`config.mk`:
```
export PLATFORM = sky130hd
export DESIGN_NAME = mem_stage_lsu
export DESIGN_NICKNAME = d
export VERILOG_FILES = /design/src/rtl/mem_stage_lsu.sv
export SDC_FILE = /design/constraint.sdc
export NUM_CORES = 1
export LEC_CHECK = 0
export BUFFER_PORTS_ARGS = -buffer_cell sky130_fd_sc_hd__buf_2
export CELL_PAD_IN_SITES_DETAIL_PLACEMENT = 0
export CELL_PAD_IN_SITES_GLOBAL_PLACEMENT = 1
export CORE_UTILIZATION = 38
export CTS_CLUSTER_DIAMETER = 150
export DETAILED_ROUTE_END_ITERATION = 10
export PLACE_DENSITY_LB_ADDON = 0.1
export SETUP_SLACK_MARGIN = 0.5
export SLEW_MARGIN = 0
export SYNTH_ARGS = -nofsm -noshare
export SYNTH_HDL_FRONTEND = slang
export SYNTH_SLANG_ARGS = --single-unit
```
`constraint.sdc`:
```
create_clock -name clk -period 5.7 [get_ports clk]
set_input_delay 0.57 -clock clk [delete_from_list [all_inputs] [get_ports clk]]
set_output_delay 0.57 -clock clk [all_outputs]
set_load 0.02 [all_outputs]
```
`src/rtl/mem_stage_lsu.sv`:
```
// mem_stage_lsu: MEM-stage load/store unit with sized accesses over a req/gnt/rvalid bus.
// Define MEM_MISALIGN_TRAP_EN to trap misaligned accesses instead of force-aligning them.
module mem_stage_lsu #(
  parameter int DATA_W = 32,
  parameter int ADDR_W = 32
) (
  input  logic                clk,
  input  logic                rst_n,
  input  logic                op_valid_i,
  input  logic                mem_read_c_i,
  input  logic                mem_write_c_i,
  input  logic [2:0]          funct3_i,
  input  logic [ADDR_W-1:0]   addr_i,
  input  logic [DATA_W-1:0]   wdata_i,
  output logic                stall_o,
  output logic [DATA_W-1:0]   load_data_o,
  output logic                done_o,
  output logic                exc_o,
  output logic                mem_req_o,
  output logic                mem_we_o,
  output logic [ADDR_W-1:0]   mem_addr_o,
  output logic [DATA_W-1:0]   mem_wdata_o,
  output logic [DATA_W/8-1:0] mem_wstrb_o,
  input  logic                mem_gnt_i,
  input  logic                mem_rvalid_i,
  input  logic [DATA_W-1:0]   mem_rdata_i,
  input  logic                mem_err_i
);
  localparam int BYTES = DATA_W / 8;
  localparam int OFF_W = $clog2(BYTES);
  typedef enum logic [1:0] {IDLE, REQ, WAIT, DONE} state_t;
  state_t state, state_d;
  logic accept, illegal, trap, uns_q, we_q, exc_q, sign;
  logic [1:0] size_q;
  logic [3:0] nb, nb_q;
  logic [OFF_W-1:0] off, off_a, off_q;
  logic [ADDR_W-1:0] addr_q;
  logic [DATA_W-1:0] wdata_q, load_q, rep, shifted, ext;
  logic [BYTES-1:0] strb, strb_q;
  assign accept = op_valid_i & (mem_read_c_i | mem_write_c_i);
  assign nb = 4'd1 << funct3_i[1:0];
  assign nb_q = 4'd1 << size_q;
  assign illegal = 32'(funct3_i[1:0]) > OFF_W;
  assign off = addr_i[OFF_W-1:0];
`ifdef MEM_MISALIGN_TRAP_EN
  assign off_a = off;
  assign trap = illegal | ((32'(off) & (32'(nb) - 32'd1)) != 32'd0);
`else
  assign off_a = off & ~OFF_W'(nb - 4'd1);
  assign trap = illegal;
`endif
  assign strb = mem_write_c_i ? BYTES'(((32'd1 << nb) - 32'd1) << off_a) : '0;
  always_comb begin
    rep = '0;
    for (int b = 0; b < BYTES; b++) rep[8*b +: 8] = wdata_i[8*(b & (int'(nb) - 1)) +: 8];
  end
  // Sign source is the top bit of the accessed field after shifting it down to lane 0.
  always_comb begin
    shifted = mem_rdata_i >> {off_q, 3'b000};
    sign = ~uns_q & (32'(size_q) < OFF_W) & shifted[8*int'(nb_q)-1];
    ext = shifted;
    for (int i = 0; i < DATA_W; i++) if (i >= 8*int'(nb_q)) ext[i] = sign;
  end
  always_comb begin
    state_d = state;
    case (state)
      IDLE: state_d = accept ? (trap ? DONE : REQ) : IDLE;
      REQ:  state_d = mem_gnt_i ? WAIT : REQ;
      WAIT: state_d = mem_rvalid_i ? DONE : WAIT;
      default: state_d = IDLE;
    endcase
  end
  always_ff @(posedge clk or negedge rst_n)
    if (!rst_n) begin
      state <= IDLE;
      addr_q <= '0;
      wdata_q <= '0;
      strb_q <= '0;
      we_q <= 1'b0;
      size_q <= '0;
      uns_q <= 1'b0;
      off_q <= '0;
      exc_q <= 1'b0;
      load_q <= '0;
    end else begin
      state <= state_d;
      if (state == IDLE && accept) begin
        addr_q <= {addr_i[ADDR_W-1:OFF_W], OFF_W'(0)};
        wdata_q <= mem_write_c_i ? rep : '0;
        strb_q <= strb;
        we_q <= mem_write_c_i;
        size_q <= funct3_i[1:0];
        uns_q <= funct3_i[2];
        off_q <= off_a;
        exc_q <= trap;
        load_q <= '0;
      end
      if (state == WAIT && mem_rvalid_i) begin
        exc_q <= mem_err_i;
        load_q <= (mem_err_i | we_q) ? '0 : ext;
      end
    end
  assign stall_o = (state == IDLE & accept) | (state == REQ) | (state == WAIT);
  assign mem_req_o = state == REQ;
  assign mem_we_o = (state == REQ) & we_q;
  assign mem_addr_o = addr_q;
  assign mem_wdata_o = wdata_q;
  assign mem_wstrb_o = strb_q;
  assign done_o = state == DONE;
  assign exc_o = (state == DONE) & exc_q;
  assign load_data_o = load_q;
endmodule

```
**After elaboration in Yosys (flattened, before gate mapping)**

Index checks and enable logic that the tools add are counted.
Widths: inputs -> output; s select.

- Equal/unequal tests: 3
- Muxes and demuxes: 47
- Bitwise operators: 13
- Reduce and logical (&&, ||, !) cells: 4
- $lt $le $gt $ge: 35
- $add $sub $neg: 4
- Shift operators: 8

Operator list:

| operator | number |
|---|---|
| $mux 32 | 4 |
| $ge 5x7->1 const A | 16 |
| $shiftx 32x6->8 | 2 |
| $ge 4x7->1 const A | 8 |
| $mux 1 | 37 |
| $shiftx 32x5->8 | 1 |
| $shl 1x4->32 const A | 1 |
| $shl 32x2->4 | 1 |
| $shr 32x5->32 | 1 |
| $sub 32x1->32 const B | 1 |
| $ge 3x7->1 const A | 4 |
| $ge 1x7->1 const A | 2 |
| $ge 2x7->1 const A | 2 |
| $lt 8x7->1 const B | 1 |
| $shl 1x2->4 const A | 2 |
| $sub 7x1->8 const B | 1 |
| $and 1x1->1 | 6 |
| $mux 2 | 3 |
| $pmux 2 s3 | 1 |
| $bmux 1 s5 | 1 |
| $eq 2x2->1 const B | 2 |
| $mux 4 | 1 |
| $or 1x1->1 | 4 |
| $sub 2x1->2 const B | 2 |
| 9 further kinds | 10 |

- Bits of input ports: 107
- Register bits after elaboration: 107

**Logic depth before layout (Yosys ltp)**

- Depth in word-level cells: 9
- Depth in mapped cells: 11
- Mapped depth without buffers: 7

**Worst setup path after synthesis**

Ideal clock, no wire load.

- Kind: input to register
- Start point: input funct3_i[1]
- End point: register wdata_q[30] (netlist: mem_wdata_o[30])
- Library setup time: 0.121 ns
- Data arrival time: 2.444 ns
- Buffers on the path: 5
- Data required time: 5.579 ns
- Stages on the path: 10
- Path slack: 3.135 ns
- Path through: clkbuf_1 -> nor2_2 -> buf_2 -> buf_4 -> ha_1 -> clkbuf_1 -> clkbuf_1 -> a211oi_1 -> a21oi_1 -> a22o_1

- Longest elaborated chain between the ends: 4

Ends and longest elaborated chain:

| item | line | source |
|---|---|---|
| start, declared | 12 | `input logic [2:0] funct3_i,` |
| $shl 1x2->4 | 41 | `assign nb = 4'd1 << funct3_i[1:0];` |
| $sub 2x1->2 | 55 | `for (int b = 0; b < BYTES; b++) rep[8*b +: 8] = wdata_i[8*(b & (int'(nb) - 1)) +: 8];` |
| $shiftx 32x6->8 | 55 |  |
| $mux 32 | 89 | `wdata_q <= mem_write_c_i ? rep : '0;` |
| end signal, assigned | 89 |  |
| end, declared | 38 | `logic [DATA_W-1:0] wdata_q, load_q, rep, shifted, ext;` |

Every way passes these cells.
A chain may end at the register's enable or synchronous reset.

**Worst setup path in the final report**

- Start point: input funct3_i[1]
- End point: register strb_q[3] (netlist: mem_wstrb_o[3])

- Longest elaborated chain between the ends: 6
- Elaborated cells between the ends (all ways): 8
- Classes of those cells: add/sub (2); shift (3); mux (1); bitwise (2)

Ends and longest elaborated chain:

| item | line | source |
|---|---|---|
| $shl 1x2->4 (*) | 41 |  |
| branches (longest 3 deep; another with $sub 32x1->32) | -- |  |
| $shl 32x2->4 (*) | 52 | `assign strb = mem_write_c_i ? BYTES'(((32'd1 << nb) - 32'd1) << off_a) : '0;` |
| $mux 4 (*) | 52 |  |
| end signal, assigned | 90 | `strb_q <= strb;` |
| end, declared | 39 | `logic [BYTES-1:0] strb, strb_q;` |

Mark *: on every way between the ends.

==> qor.txt <==
Status - finished clean
Clock buffer count from CTS - 9
Worst-path clk slew - 0.07 ns
Top-Level Pins - 212
Nets - 826
Largest net degree at the start of global routing - 96
Crit Path Max Fanout - 26
#FFs+latches synth - 107
Slew Viols, Final - 0
Total Routed Length - 14.5 mm
Yosys cell types - 49
Die height - 119 um
GP Congestion - 0.870
Worst rel slew slack - 22.8%
Final Setup Violations - 0
Leading area contributor after synthesis - dfrtp_1
Post-synth top area share - 51.5%
CTS Hold Bufs - 0
Fin crit share - 50.7%
Drc violations - 0
Longest Clk Path Bufs - 2
Synth area leaders - dfrtp_1 (51%), nand2_1 (12%), mux2i_1 (5.2%)
IO Port Bufs - 209
Post-DR wirelength/cell - 16.2 um
Clock Sinks - 107
Core footprint - 13300 um2
Antenna violations before repair - 1
RSZ-0062 raised after global routing - no
Clock Skew - 0.00714 ns
Row cnt - 42
Synth Instances - 530
Worst setup SP type - input pin
Post-route insts no fill - 897
Worst slew pin tran - 1.16 ns
Global-route wire length before repair - 23.4 mm
DR vias - 4564
Setup TNS - 0 ns
Share of cells above drive strength 1 - 35.5%
Final Util - 49.7%
WP data arrival - 3.08 ns
EDFF count, synth - 0
Mapped cell area - 5200 um2
Vias/cell - 5.09
Peak VDD IR - 0.000226 V
Syn. warnings - 0
Crit path required time - 5.89 ns
Die area - 14200 um2
GRT overflow - 0
Synth async-reset ratio - 100%
Overall power - 3560 uW
Hold Path Class - in -> async
Leakage Power - 0.00351 uW
CTS tree - built
Max-cap violations - 0
H-tree Lvls - 3
Final ANT Viol Nets - 0
Initial drt markers - 210
Power Dens Cells - 538 nW/um2
Root Buffer - clkbuf_16
Worst-skew pair later-pin latency - 0.35 ns
Die Width - 119 um
Most used DFF post-synth - dfrtp_1
Critical path type - in -> reg
Post-cts sizing count - 0
Placed insts - 882
Starting Density - 39.1%
GRT Total Usage - 21.2%
Area grow syn2layout - 27.1%
Fin area - 6610 um2
Post-layout min period - 2.89 ns
DP HPWL - 10.7 mm
Sequential area share after synthesis - 51.5%
CP Capture Type - flip-flop
First-pass DRT Iterations - 4
Placement Cell Area - 6330 um2
Final hold vios - 0
ANT cells - 0
Vias in the first global route - 4440
Avg Inst Size Synth - 9.81 um2
Post-CTS setup buffer count - 0
Fmax - 0.346 GHz
worst paths after layout:
path,end,slack [ns],from,cells after the start
worst max-delay path,mem_wstrb_o[3],2.81,funct3_i[1],8
worst min-delay path,load_data_o[12],0.23,rst_n,1
worst max register to register,mem_wdata_o[26],3.37,state[1],4
worst min register to register,mem_wdata_o[3],0.47,mem_wdata_o[3],2
max in group asynchronous,mem_addr_o[13],4.29,rst_n,2
min in group clk,mem_addr_o[2],0.41,addr_i[2],3
cell families after synthesis:
kind of cell / count (synthesis) / share of synthesized area, %
fa+ha+maj: 2 / 0.481
simple gates: 224 / 19.6
compound gates: 115 / 17.4
mux: 34 / 6.71
flops: 107 / 51.5
buf+inv: 47 / 4.28
other cells: 1 / 0.0721
sequential cells by signal, indices dropped and copies added (netlist names):
| signal | flops |
|---|---|
| exc_q | 1 |
| load_data_o | 32 |
| mem_addr_o | 30 |
| mem_wdata_o | 32 |
| mem_wstrb_o | 4 |
| off_q | 2 |
| size_q | 2 |
| state | 2 |
| uns_q | 1 |
| we_q | 1 |
metrics by stage:
stage                     worst slack [ns]  hold slack, ns
final                                 2.81           0.230
after global routing                  2.45           0.280
after CTS                             2.79           0.267
after detailed placement              2.42           0.456
after global placement                2.55           0.450
after floorplan                       3.13           0.274
cell type report:
class / count / area, um2
Sequential cell: 107 / 2680
Inverter: 8 / 30.0
Clock buffer: 11 / 253
Multi-Input combinational cell: 377 / 2320
Tap cell: 176 / 220
Timing Repair Buffer: 214 / 1090
Clock inverter: 4 / 26.3
Fill cell: 1316 / 6690
per-layer routing:
| metal | vias to the layer above | global-route usage (%) | routed length (um) |
|---|---|---|---|
| li1 | 2223 | - | - |
| met1 | 2153 | 26.7 | 6130 |
| met2 | 171 | 35.1 | 7100 |
| met3 | 17 | 5.56 | 1070 |
| met4 | 0 | 7.36 | 242 |
| met5 | - | 0 | 0 |
synthesized netlist by cell type (2+ instances only):
master and count:
nand3_1 11, mux2_2 7, a32oi_1 6, nor2_2 2
clkbuf_1 20, nor4_4 2, mux2i_1 27, a211o_1 6
a221o_1 20, nand2b_1 10, nor2b_1 16, a21oi_1 13
inv_1 6, and2_1 2, buf_1 5, a211oi_1 8
buf_4 3, dfrtp_1 107, nor3_1 5, buf_6 2
buf_2 8, a221o_2 4, nor2_1 7, nand2_1 161
o21ai_0 20, a22o_1 8, o31ai_1 16, a21oi_2 3
ha_1 2, a31oi_1 2, nand3b_1 2, o21ai_1 2
layout by cell type, fill, tap and decap left out, types with 3 or more instances in the layout:
master,n
buf_2,208
buf_4,6
nor2b_1,16
nor3_1,4
a21oi_1,13
nand2_1,161
a21oi_2,3
nand2b_1,9
nor2_1,7
inv_1,6
o31ai_1,16
a221o_2,4
clkbuf_16,9
o21ai_0,20
dfrtp_1,107
mux2_2,7
a22o_1,8
a211o_1,6
nand3_1,11
a211oi_1,8
a32oi_1,6
mux2i_1,27
a221o_1,20
worst max-delay path, stage by stage:
cell and delay [ns]:
buf_2 0.22, nor2_2 0.93, ha_1 0.62, nand2_1 0.26
nor3_1 0.19, a21oi_1 0.05, o21ai_0 0.14, o21ai_0 0.08
report_power, final:
part	switching [uW]	total, uW	internal (uW)	leakage (uW)
registers	213	1320	1100	0.00140
clock network	280	597	317	0.000137
logic	1060	1640	585	0.00198
(Power assumes the default switching activity.)
